`config.mk`:
```
export PLATFORM = sky130hd
export DESIGN_NAME = lif_tdm_scheduler
export DESIGN_NICKNAME = d
export VERILOG_FILES = /design/src/rtl/lif_tdm_scheduler.sv
export SDC_FILE = /design/constraint.sdc
export NUM_CORES = 1
export LEC_CHECK = 0
export BUFFER_PORTS_ARGS = -buffer_cell sky130_fd_sc_hd__clkbuf_2
export CORE_MARGIN = 2
export CORE_UTILIZATION = 55
export DETAILED_ROUTE_END_ITERATION = 6
export GPL_ROUTABILITY_DRIVEN = 0
export HOLD_SLACK_MARGIN = 0.02
export PLACE_DENSITY = 0.81
export SETUP_SLACK_MARGIN = 0.15
export SLEW_MARGIN = 5
export SYNTH_ARGS = -nofsm -noshare
export SYNTH_HDL_FRONTEND = slang
export SYNTH_SLANG_ARGS = --single-unit
```
`constraint.sdc`:
```
create_clock -name clk -period 7 [get_ports clk]
set_input_delay 1.05 -clock clk [delete_from_list [all_inputs] [get_ports clk]]
set_output_delay 1.05 -clock clk [all_outputs]
set_load 0.01 [all_outputs]
```
`src/rtl/lif_tdm_scheduler.sv`:
```
// Time-multiplexed leaky integrate-and-fire tile: NUM_NEURONS virtual neurons
// share one update datapath, scanned one neuron per cycle after each accepted
// tick, with the timestep's spikes published together at the end.
module lif_tdm_scheduler #(
  parameter int NUM_NEURONS = 4,
  parameter int VW          = 8
) (
  input  logic                   clk,
  input  logic                   rst_n,
  input  logic                   ena,
  input  logic                   tick,
  input  logic [NUM_NEURONS-1:0] spike_in,
  input  logic                   cfg_we,
  input  logic [1:0]             cfg_addr,
  input  logic [VW-1:0]          cfg_data,
  output logic [NUM_NEURONS-1:0] spike_out,
  output logic                   spike_valid,
  output logic                   busy,
  output logic                   tick_drop
);

  localparam int IW = $clog2(NUM_NEURONS);

  typedef enum logic [1:0] {S_IDLE, S_SCAN, S_PUBLISH} state_e;

  state_e state_q, state_d;
  logic [IW-1:0] idx_q, idx_d;

  // Live configuration registers (writable at any time)
  logic [VW-1:0] thr_q, wgt_q;
  logic [2:0]    leak_q;
  logic [3:0]    refr_q;

  // Shadow copies frozen for the duration of one scan
  logic [VW-1:0]          thr_sh_q, wgt_sh_q;
  logic [2:0]             leak_sh_q;
  logic [3:0]             refr_sh_q;
  logic [NUM_NEURONS-1:0] sin_sh_q;

  // Persistent per-neuron state
  logic [VW-1:0] v_q [NUM_NEURONS];
  logic [3:0]    r_q [NUM_NEURONS];

  logic [NUM_NEURONS-1:0] acc_q, acc_d;
  logic [NUM_NEURONS-1:0] spike_out_q;
  logic                   tick_drop_q;

  logic accept, scanning, last_idx;
  logic [NUM_NEURONS-1:0] upd_en;

  assign accept   = (state_q == S_IDLE) && ena && tick;
  assign scanning = (state_q == S_SCAN);
  assign last_idx = (idx_q == IW'(NUM_NEURONS - 1));

  // Shared neuron update datapath, operating on the neuron selected by idx_q
  logic [VW-1:0] v_cur, leak_amt, u_sat, v_new;
  logic [3:0]    r_cur, r_new;
  logic [VW:0]   u_raw;
  logic          fire;

  // Leak, integrate, saturate and threshold the currently scanned neuron
  always_comb begin
    v_cur    = v_q[idx_q];
    r_cur    = r_q[idx_q];
    leak_amt = (leak_sh_q != 3'd0) ? (v_cur >> leak_sh_q) : '0;
    // leak never exceeds V, so the subtraction cannot wrap below zero
    u_raw    = {1'b0, v_cur} - {1'b0, leak_amt}
             + (sin_sh_q[idx_q] ? {1'b0, wgt_sh_q} : {(VW+1){1'b0}});
    u_sat    = u_raw[VW] ? {VW{1'b1}} : u_raw[VW-1:0];
    fire     = 1'b0;
    v_new    = u_sat;
    r_new    = 4'd0;
    if (r_cur != 4'd0) begin
      v_new = '0;
      r_new = r_cur - 4'd1;
    end else if (u_sat >= thr_sh_q) begin
      fire  = 1'b1;
      v_new = '0;
      r_new = refr_sh_q;
    end
  end

  // Per-neuron write enables: only the scanned neuron is updated
  generate
    for (genvar gi = 0; gi < NUM_NEURONS; gi++) begin : g_upd
      assign upd_en[gi] = scanning && (idx_q == IW'(gi));
    end
  endgenerate

  // Spike bits collected so far in this scan, including the current neuron
  always_comb begin
    acc_d = acc_q;
    if (scanning) acc_d[idx_q] = fire;
  end

  // FSM state and scan index register
  always_ff @(posedge clk or negedge rst_n) begin
    if (!rst_n) begin
      state_q <= S_IDLE;
      idx_q   <= '0;
    end else begin
      state_q <= state_d;
      idx_q   <= idx_d;
    end
  end

  // FSM next-state logic
  always_comb begin
    state_d = state_q;
    idx_d   = idx_q;
    case (state_q)
      S_IDLE: begin
        idx_d = '0;
        if (accept) state_d = S_SCAN;
      end
      S_SCAN: begin
        if (last_idx) begin
          state_d = S_PUBLISH;
          idx_d   = '0;
        end else begin
          idx_d = idx_q + IW'(1);
        end
      end
      S_PUBLISH: state_d = S_IDLE;
      default:   state_d = S_IDLE;
    endcase
  end

  // FSM outputs
  always_comb begin
    busy        = (state_q != S_IDLE);
    spike_valid = (state_q == S_PUBLISH);
  end

  assign spike_out = spike_out_q;
  assign tick_drop = tick_drop_q;

  // Live configuration writes, honoured in every state
  always_ff @(posedge clk or negedge rst_n) begin
    if (!rst_n) begin
      thr_q  <= VW'(200);
      leak_q <= 3'd2;
      wgt_q  <= VW'(64);
      refr_q <= 4'd2;
    end else if (cfg_we) begin
      case (cfg_addr)
        2'd0: thr_q  <= cfg_data;
        2'd1: leak_q <= cfg_data[2:0];
        2'd2: wgt_q  <= cfg_data;
        2'd3: refr_q <= cfg_data[3:0];
        default: ;
      endcase
    end
  end

  // Freeze inputs and configuration when a tick is accepted
  always_ff @(posedge clk or negedge rst_n) begin
    if (!rst_n) begin
      thr_sh_q  <= '0;
      leak_sh_q <= '0;
      wgt_sh_q  <= '0;
      refr_sh_q <= '0;
      sin_sh_q  <= '0;
    end else if (accept) begin
      thr_sh_q  <= thr_q;
      leak_sh_q <= leak_q;
      wgt_sh_q  <= wgt_q;
      refr_sh_q <= refr_q;
      sin_sh_q  <= spike_in;
    end
  end

  // Membrane and refractory state write-back for the scanned neuron
  always_ff @(posedge clk or negedge rst_n) begin
    if (!rst_n) begin
      for (int i = 0; i < NUM_NEURONS; i++) begin
        v_q[i] <= '0;
        r_q[i] <= '0;
      end
    end else begin
      for (int i = 0; i < NUM_NEURONS; i++) begin
        if (upd_en[i]) begin
          v_q[i] <= v_new;
          r_q[i] <= r_new;
        end
      end
    end
  end

  // Spike accumulation, publish register and dropped-tick pulse
  always_ff @(posedge clk or negedge rst_n) begin
    if (!rst_n) begin
      acc_q       <= '0;
      spike_out_q <= '0;
      tick_drop_q <= 1'b0;
    end else begin
      acc_q       <= acc_d;
      tick_drop_q <= tick && ena && (state_q != S_IDLE);
      if (scanning && last_idx) spike_out_q <= acc_d;
    end
  end

endmodule
```
; ---- Word level (Yosys, flattened, before mapping)
; Cells that the tools add are included.
[totals]
input_bits = 19
wordCells = 89
ff_bits = 111
[op_classes]
n_eq_ne = 10
n_mux = 26
n_shift = 1
addsub = 4
bitwise_logic = 1
n_reduce_logical = 21
order_cmp = 4
[op_table]
columns = op, n
row1 = 2-to-1 mux 8 bit, 7
row2 = 2-to-1 mux 4 bit, 5
row3 = binary-select mux 8 bit (select 2 bit), 1
row4 = == test 2 bit (second input constant), 5
row5 = AND reduction 2 bit, 5
row6 = adder 9 x 8 -> 9 bit, 1
row7 = logical AND 1 bit, 9
row8 = subtractor 8 x 8 -> 9 bit, 1
row9 = binary-select mux 4 bit (select 2 bit), 1
row10 = greater-or-equal comparator 8 bit, 1
row11 = case mux 2 bit (2 select lines), 2
row12 = right shift 8 x 3 -> 8 bit, 1
row13 = == test 2 x 1 -> 1 bit (second input constant), 3
row14 = zero test 2 bit, 3
row15 = 2-to-1 mux 2 bit, 3
row16 = bitwise mux 4 bit, 1
row17 = 2-to-1 mux 1 bit, 4
row18 = nonzero test 2 bit, 2
row19 = nonzero test 4 bit, 1
row20 = subtractor 4 x 1 -> 4 bit (second input constant), 1
row21 = greater-or-equal comparator 3 bit (second input constant), 1
row22 = < comparator 2 x 3 -> 1 bit (second input constant), 1
row23 = NOT 2 -> 3 bit, 1
row24 = nonzero test 3 bit, 1
row25 = 6 further kinds, 6

; ---- Logic depth before layout (Yosys ltp)
; Gate-level depths: netlist of run 1.
[logic_depth]
depth_word = 14
mapped_depth = 26
depth_no_buf = 24

; ---- Worst setup path before layout of run 1
; OpenSTA, ideal clock, no wires.
[synth_timing]
path_kind = flip-flop to flip-flop
from = reg idx_q[0]
to = reg v_q[15] (netlist name)
arrival_time_ns = 5.431
slack_ns = 1.448
stages_incl_launch_ff = 23
setup_ns = 0.121
n_path_buf = 2
period_less_slack_ns = 5.552
path_cell_list = dfrtp_1 buf_6 buf_4 mux4_2 inv_1 o21ai_0 a21bo_2 nand2_1 o21ai_0 fa_1 inv_1 ha_1 a21oi_1 nor2b_1 a311o_1 or3b_1 a31o_2 ha_1 nand4_1 o31ai_1 or2_4 nor2_1 a22o_1
[synth_between]
elab_chain_len = 12
[synth_lines]
columns = item, line
row1 = start: declaration, 27  ; logic [IW-1:0] idx_q, idx_d;
row2 = start signal: assignment, 103  ; idx_q <= idx_d;
row3 = NOT 2 -> 3 bit (not written as such), "63, 64"
row4 = binary-select mux 8 bit (select 2 bit), 63  ; v_cur = v_q[idx_q];
row5 = 2-to-1 mux 8 bit (not written as such) (2 in series), 63
row6 = right shift 8 x 3 -> 8 bit, 65  ; leak_amt = (leak_sh_q != 3'd0) ? (v_cur >> leak_sh_q) : '0;
row7 = 2-to-1 mux 8 bit, 65
row8 = subtractor 8 x 8 -> 9 bit, 67  ; u_raw = {1'b0, v_cur} - {1'b0, leak_amt}
row9 = adder 9 x 8 -> 9 bit, 68  ; + (sin_sh_q[idx_q] ? {1'b0, wgt_sh_q} : {(VW+1){1'b0}});
row10 = 2-to-1 mux 8 bit, 69  ; u_sat = u_raw[VW] ? {VW{1'b1}} : u_raw[VW-1:0];
row11 = greater-or-equal comparator 8 bit, 76  ; end else if (u_sat >= thr_sh_q) begin
row12 = 2-to-1 mux 8 bit, 76
row13 = 2-to-1 mux 8 bit, 73  ; if (r_cur != 4'd0) begin
row14 = end signal: indexed assignment, 183  ; v_q[i] <= v_new;
row15 = end: declaration, 41  ; logic [VW-1:0] v_q [NUM_NEURONS];
; Several ways; a longest one is shown, not always the timed one. The select of a mux whose other input is x is not followed.
; A chain may end at the register's enable or synchronous reset.

; ---- Worst setup path in the final report of run 1
[layout_timing]
from = reg idx_q[0]
to = reg v_q[8] (netlist name)
; Same word-level chain as after synthesis.

==> results of run 1 <==
## cells by family after synthesis
| group | Yosys count |
|---|---|
| XOR/XNOR | 2 |
| other | 1 |
| flip-flops | 110 |
| multiplexers | 65 |
| buffers and inverters | 64 |
| AND/OR/NAND/NOR | 142 |
| adder cells (fa/ha/maj) | 30 |
| AO/OA/AOI/OAI | 108 |
## what timing repair did
action / CTS / global route
endpoints found under the setup margin: 0 / 13
setup buffers: 0 / 0
resized for setup: 0 / 1
## sequential cells by signal, summed over array words and instances, names as in the netlist, 4 cells and up
name       count
refr_sh_q      4
wgt_sh_q       8
r_q           16
refr_q         4
v_q           32
thr_sh_q       8
thr_q          8
wgt_q          8
spike_out      4
sin_sh_q       4
## critical path, stage by stage, from the launching register on
cell,delay (ps)
dfrtp_1,640
mux4_1,710
inv_1,160
or3_1,150
a21bo_2,220
nand2_1,60
o21ai_0,110
fa_1,530
fa_1,450
nand2b_1,210
a211oi_1,280
mux2_2,260
nand2_1,130
nor2_1,330
ha_1,300
nand2b_1,140
a2111oi_0,520
o31ai_2,230
nor2_1,250
nand3_1,250
o21ai_0,270
## per-layer routing
layer	track usage (%)	up-vias
li1	-	1847
met1	29.0	1919
met4	8.46	0
met5	0	-
met3	3.71	19
met2	37.6	99
## cell usage in the layout (no fill, tap or decap), types with 3 or more instances in the layout
cell type,netlist,final
fa_1,8,8
buf_4,2,5
nand2b_1,6,6
dfrtp_1,104,104
o21ai_1,4,4
mux2i_1,7,7
a31oi_1,3,3
o21a_1,3,3
a211oi_1,3,3
dfstp_2,6,6
mux2_2,46,46
nand3_1,10,10
a22o_1,5,5
o21ai_2,7,7
ha_1,22,22
o21ai_0,57,57
a21oi_1,12,12
nand2_1,81,81
clkbuf_2,0,24
inv_1,43,43
nor2b_1,5,5
mux4_2,9,9
clkbuf_8,0,9
nor2_1,22,21
mux4_1,3,3
bufinv_16,0,4
## final cells by class
| type | instances | area, um^2 | share of cell area, % |
|---|---|---|---|
| flip-flops and latches | 110 | 2760 | 44.6 |
| well taps | 136 | 170 | 2.75 |
| clock inverters | 7 | 143 | 2.31 |
| clock buffers | 9 | 124 | 2.00 |
| repair buffers | 29 | 158 | 2.55 |
| inverters | 43 | 161 | 2.61 |
| multi-input cells | 348 | 2670 | 43.1 |
## how the worst max path moves through the flow
stage | start | endpoint | slack (ps) | depth (start not counted)
finish | idx_q[0] | v_q[8] | 720 | 20
global route | idx_q[0] | v_q[8] | 310 | 20
CTS | idx_q[0] | v_q[3] | 560 | 21
detailed placement | idx_q[0] | v_q[3] | 570 | 20
global placement | idx_q[0] | v_q[14] | 810 | 20
floorplan | idx_q[0] | v_q[15] | 1450 | 22
## stage by stage
stage                     cells  hold WS [ps]  utilization [%]  setup slack (ps)  instance area (um^2)
after floorplan             522           436                -              1450                  5690
after global placement      666           450             58.0               813                  5910
after detailed placement    666           456             58.0               570                  5910
after CTS                   682           482             60.7               557                  6180
after global routing        682           503             60.7               308                  6180
final                       682           475             60.7               724                  6180
==> impl_metrics.toml, run 1 <==
[synthesis]
yosys-top-cells-area = "dfrtp_1 (46%), mux2_2 (9.1%), nand2_1 (5.3%)"
synth_top_area_share_pct = 45.8
yosys.area_share.adder_pct = 7.66
synthMuxAreaShare_pct = 15.3
ys_ff_latch = 110
synth-xor-area-share_pct = 0.308
synth_top_area_cell = "dfrtp_1"
avgSynthCellArea_um2 = 10.9
synth_nets = 571
synth_compound_area_share_pct = 11.9
yosys.cell_types.count = 56
synth_most_common_cell = "dfrtp_1"
async_flop_share_pct = 100
synth_area_mm2 = 0.00569
synth-edff-count = 0
synthFlopType = "dfrtp_1"
yosys.area_share.simple_pct = 11.5
yosysWarnings = 0
synth_top_family_by_area = "multiplexers"
ys_seq_area_share_pct = 48.5
synthTopCellsByCount = "dfrtp_1 (104), nand2_1 (81), o21ai_0 (57)"
netlist_instances = 522

[routing]
dr_total_vias = 3884
routed_via_density = 5.70
first_iter_violations = 233
ant_nets = 0
met2_length_um = 5650
drt-total-wl_um = 11400
detail_route.first_pass.iterations = 5
met3RoutedLength_um = 488
wl_met1_um = 5020
wire_per_inst_um = 16.7
drc = 0
top_layer_used = "met4"

[clocking]
clockRootBuffer = "clkbuf_8"
ctsHoldBuffers = 0
clk_path_buf_depth = 2
clock_sinks = 110
numCtsBuffers = 9
cts_tree = "yes"
clk_latency_ps = 390
clkTransAtPathRegs_ps = 100
h-tree-depth = 3

[status]
status = "complete, no violations"

[grt]
overflow = 0
grt_usage_pct = 22.3
grt_max_degree = 82
antenna_found_initial = 0
first_global_vias = 3990
grt_first_pass_wirelength_um = 19400

[sta]
setup_viol = 0
fin_worst_skew_ps = 25.2
fin_crit_sh_pct = 89.7
min_period_ps = 6280
fin_tns_setup_ps = 0
fmax_mhz = 159
max_slew.worst_pin.slew_ps = 985
rsz0062_at_grt = "no"
max_slew_margin_pct = 34.3
slew_viol_final = 0
hold_viol = 0

[setup_path]
worstSetupPathType = "flip-flop to flip-flop"
required_ps = 7290
reg2reg_slack_ps = 720
endpoint_kind = "flip-flop"
crit_fanout = 8
startpoint_type = "flip-flop"
worst_r2r_endpoint = "v_q[8]"
rr_worst_depth = 20
timing.rr.start = "idx_q[0]"
arrival_ps = 6570

[worst_hold_path]
holdCritPathClass = "flip-flop to flip-flop"
min_path_cells = 2
holdPathEnd = "acc_q[0]"
hold_path.startpoint = "acc_q[0]"

[floorplanning]
rows = 37
initial_utilization_pct = 55.8
core-area_mm2 = 0.0102
die-area_mm2 = 0.0112
dieWidth_um = 106
ioPinCount = 26
die_h_um = 106

[cells_and_area]
fill_cells = 805
nets = 590
area_growth_syn_to_layout_pct = 8.76
n_antenna_cell = 0
layout-drive-gt1-share_pct = 22.9

[place]
dp_hpwl_um = 8270
port_buffers = 25

[run]
max_cap_violations = 0
Power of run 1 is left out: the tool's default activity adds up to more than one toggle a clock period on the data nets, which glitch-free logic cannot reach.
==> run 2: changes to the inputs <==
CORE_MARGIN = 3   (was 2)
==> run 2 against run 1 <==
Fmax is 0.34% lower; wire length is 2.7% higher; worst hold slack better by 12 ps; non-clock buffer count did not move; die area up 3.8%; count of clock-buffer cells in the layout is 3 higher; clock skew down 6.5 ps; final area fell by 0.59%.
==> impl_metrics.toml, run 2 (synthesized netlist as in run 1, its figures left out) <==
[clocking]
clockRootBuffer = "clkbuf_8"
h-tree-depth = 3
cts_tree = "yes"
clkTransAtPathRegs_ps = 100
post-cts-setup-buffer-count = 0
clk_path_buf_depth = 2
clk_latency_ps = 390
clock_sinks = 110
numCtsBuffers = 9

[setup_path]
cp_cell_sequence = "mux4_1 -> inv_1 -> or3_1 -> a21bo_2 -> nand2_1 -> o21ai_0 -> fa_1 -> fa_1 -> nand2b_1 -> a211oi_1 -> mux2_2 -> nand2_1 -> nor2_1 -> ha_1 -> nand2b_1 -> a2111oi_0 -> o31ai_2 -> nor2_1 -> nand3_1 -> o21ai_0"
startpoint_type = "flip-flop"
worstSetupPathType = "flip-flop to flip-flop"
arrival_ps = 6590
crit_fanout = 8
max_stage_delay_ps = 690
cp_slowest_cell = "mux4_1"
reg2reg_slack_ps = 700
required_ps = 7300
cpLargestDelayFamily = "compound AO/OA/AOI/OAI gates"
critical_path_buf_inv_count = 1
endpoint_kind = "flip-flop"

[routing]
wire_per_inst_um = 17.2
wl_met1_um = 5070
met3RoutedLength_um = 476
drt-total-wl_um = 11700
dr_total_vias = 3913
routed_via_density = 5.76
ant_nets = 0
drc = 0
detail_route.first_pass.iterations = 4
first_iter_violations = 212
top_layer_used = "met4"
met2_length_um = 5910

[sta]
setup_viol = 0
rsz0062_at_grt = "no"
max_slew_margin_pct = 36.0
fin_tns_setup_ps = 0
min_period_ps = 6300
hold_viol = 0
max_slew.worst_pin.slew_ps = 960
fmax_mhz = 159
fin_worst_skew_ps = 18.7
fin_crit_sh_pct = 90.0
slew_viol_final = 0

[cells_and_area]
regMostFlops = "v_q"
fin_cells = 679
reg_top3 = "v_q: 32 flops, r_q: 16 flops"
layout-drive-gt1-share_pct = 22.9
nets = 590
final_cell_mix = "dfrtp_1 (103), nand2_1 (81), o21ai_0 (57)"
largest_register_ffs = 32
area_growth_syn_to_layout_pct = 8.12
n_antenna_cell = 0
final_area_mm2 = 0.00615
final_common_cell = "dfrtp_1"

[grt]
grt_max_degree = 81
first_global_vias = 3977
grt_usage_pct = 22.2
overflow = 0
grt_first_pass_wirelength_um = 20000
antenna_found_initial = 0

[status]
status = "complete, no violations"

[floorplanning]
ioPinCount = 26
rows = 36
core-area_mm2 = 0.00991
initial_utilization_pct = 57.4
die_h_um = 108
die-area_mm2 = 0.0116
dieWidth_um = 108

[run]
max_cap_violations = 0

[place]
port_buffers = 25
place_area_mm2 = 0.00591
dp.cells = 663
dp_hpwl_um = 8520

[worst_hold_path]
holdCritPathClass = "flip-flop to flip-flop"
[run 2: cell count changes in the layout (fill, tap and decap cells not counted), sizes merged]
cell,before,now
inv,45,44
bufinv,4,2
clkbuf,33,36
[run 2: worst reg2reg max path, cell delays in order, from the launching register on]
cell and delay [ps]:
dfrtp_2 540, mux4_1 700, inv_1 160, or3_1 130, a21bo_2 210, nand2_1 50
o21ai_0 110, fa_1 540, fa_1 450, nand2b_1 200, a211oi_1 280, mux2_2 250
nand2_1 140, nor2_1 360, ha_1 300, nand2b_1 130, a2111oi_0 600, o31ai_2 240
nor2_1 270, nand3_1 290, o21ai_0 280
[run 2: path summary, 6_finish.rpt]
path	from	to	cells past startpoint
max	idx_q[0]	v_q[14]	20
min	v_q[1]	v_q[1]	2
max reg2reg	idx_q[0]	v_q[14]	20
min reg2reg	v_q[1]	v_q[1]	2
max in group asynchronous	rst_n	idx_q[0]	2
min in group asynchronous	rst_n	v_q[20]	1
[run 2: metal layers]
| layer | up-vias | global-route usage [%] |
|---|---|---|
| li1 | 1836 | - |
| met1 | 1971 | 29.4 |
| met2 | 85 | 36.6 |
| met3 | 21 | 4.14 |
| met4 | 0 | 8.57 |
| met5 | - | 0 |
[run 2: timing repair]
action                     4_1_cts  5_1_grt
hold buffers                     0        0
setup endpoints to repair        0       25
gates resized for setup          0        2
[run 2: area by class of cell]
class,count,area [um^2]
Multi-Input combinational cell,348,2670
Clock buffer,12,155
Clock inverter,4,77.6
Inverter,43,161
Timing Repair Buffer,29,158
Tap cell,133,166
Sequential cell,110,2760
Fill cell,818,3760
[run 2: per-stage QoR]
step                      worst slack (ps)  utilization, %  hold WS (ps)
after floorplan                       1450               -           436
after global placement                 860            59.6           450
after detailed placement               614            59.6           458
after CTS                              594            62.0           488
after global routing                   234            62.0           506
final                                  703            62.0           486
Power of run 2 is left out for the same reason.
==> run 3: changes to the inputs <==
PLACE_DENSITY = 0.75   (was 0.81)
==> run 3 against run 2 <==
Via count up 0.26%; core utilization shrank 0.25 points; die area unchanged; setup slack improved by 83 ps; final area down 0.41%; critical endpoint is now v_q[30]; largest cell class unchanged; highest routed layer unchanged.
==> impl_metrics.toml, run 3 (synthesized netlist as in run 1, its figures left out) <==
[sta]
fin_worst_skew_ps = 10.6
timing.final.ws_setup_ps = 785
fmax_mhz = 161
max_slew.worst_pin.slew_ps = 793
hold_viol = 0
min_period_ps = 6210
rsz0062_at_grt = "no"
slew_viol_final = 0
max_slew_margin_pct = 47.0
fin_tns_setup_ps = 0
fin_crit_sh_pct = 88.8
setup_viol = 0

[setup_path]
endpoint_kind = "flip-flop"
crit_fanout = 9
required_ps = 7280
worst_r2r_endpoint = "v_q[30]"
reg2reg_slack_ps = 790
worstSetupPathType = "flip-flop to flip-flop"
arrival_ps = 6500
timing.rr.start = "idx_q[0]"
rr_worst_depth = 20
startpoint_type = "flip-flop"

[clocking]
clock_sinks = 110
clk_latency_ps = 370
clockRootBuffer = "clkbuf_8"
cts_resized = 0
cts_tree = "yes"
ctsHoldBuffers = 0
h-tree-depth = 3
clkTransAtPathRegs_ps = 110
post-cts-setup-buffer-count = 0
clk_path_buf_depth = 2
numCtsBuffers = 9

[cells_and_area]
reg_top3 = "v_q: 32 flops, r_q: 16 flops"
area_growth_syn_to_layout_pct = 7.68
layout-drive-gt1-share_pct = 22.9
largest_register_ffs = 32
regMostFlops = "v_q"
final_cell_mix = "dfrtp_1 (103), nand2_1 (81), o21ai_0 (57)"
n_antenna_cell = 0
nets = 590
final_common_cell = "dfrtp_1"

[routing]
dr_total_vias = 3923
ant_nets = 0
first_iter_violations = 297
detail_route.first_pass.iterations = 5
drc = 0
routed_via_density = 5.78
wire_per_inst_um = 17.3
drt-total-wl_um = 11700

[worst_hold_path]
hold_path.startpoint = "acc_q[2]"
min_path_cells = 2
holdCritPathClass = "flip-flop to flip-flop"
holdPathEnd = "acc_q[2]"

[place]
pre_cts_ws_ps = 471
port_buffers = 25
dp_hpwl_um = 8590

[floorplanning]
initial_utilization_pct = 57.4
core-area_mm2 = 0.00991
rows = 36
die_h_um = 108
die-area_mm2 = 0.0116
dieWidth_um = 108
ioPinCount = 26

[grt]
grt_max_degree = 64
grt_first_pass_wirelength_um = 20300
first_global_vias = 4074
antenna_found_initial = 0
grt_usage_pct = 22.5
overflow = 0

[status]
status = "complete, no violations"

[run]
max_cap_violations = 0
==> run 3: cell types whose count changed in the layout (fill, tap and decap cells not counted), sizes merged <==
cell,delta
clkinvlp,+1
bufinv,-1
inv,+1
clkbuf,-1
==> run 3: worst max path at each step <==
| stage | from | cells after the start | slack (ps) | end |
|---|---|---|---|---|
| floorplan | idx_q[0] | 22 | 1450 | v_q[15] |
| global placement | idx_q[0] | 20 | 770 | v_q[12] |
| detailed placement | idx_q[0] | 21 | 470 | v_q[30] |
| CTS | idx_q[0] | 21 | 430 | v_q[12] |
| global route | idx_q[0] | 20 | 280 | v_q[30] |
| finish | idx_q[0] | 20 | 790 | v_q[30] |
==> run 3: stage by stage <==
stage | utilization (%) | std cells | hold WS (ps) | instance area [um^2]
after floorplan | - | 522 | 436 | 5690
after global placement | 59.6 | 663 | 449 | 5910
after detailed placement | 59.6 | 663 | 460 | 5910
after CTS | 61.7 | 679 | 484 | 6120
after global routing | 61.8 | 679 | 523 | 6120
final | 61.8 | 679 | 478 | 6120
==> run 3: cell type report <==
type / instances / area, um^2
clock buffer: 11 / 141
clock inverter: 5 / 66.3
fill: 830 / 3790
inverter: 43 / 161
multi-input combinational: 348 / 2670
sequential: 110 / 2760
tap: 133 / 166
timing repair buffer: 29 / 158
==> run 3: worst max-delay path, cell delays in order (launching register included) <==
cell	delay [ps]
dfrtp_2	550
mux4_1	690
inv_1	150
or3_1	130
a21bo_2	210
nand2_1	50
o21ai_0	110
fa_1	530
fa_1	440
nand2b_1	210
a211oi_1	270
mux2_2	250
nand2_1	150
nor2_1	400
ha_1	310
nand2b_1	130
a2111oi_0	500
o31ai_2	230
nor2_1	270
nand3_1	250
o21ai_0	290
==> run 3: layer usage <==
layer	vias up	share of wire (%)	global-route usage, %
met5	-	0	0
met4	0	2.0	7.84
met3	18	4.8	3.96
met2	110	49	36.1
met1	1962	44	31.3
li1	1833	-	-
Power of run 3 is left out for the same reason.
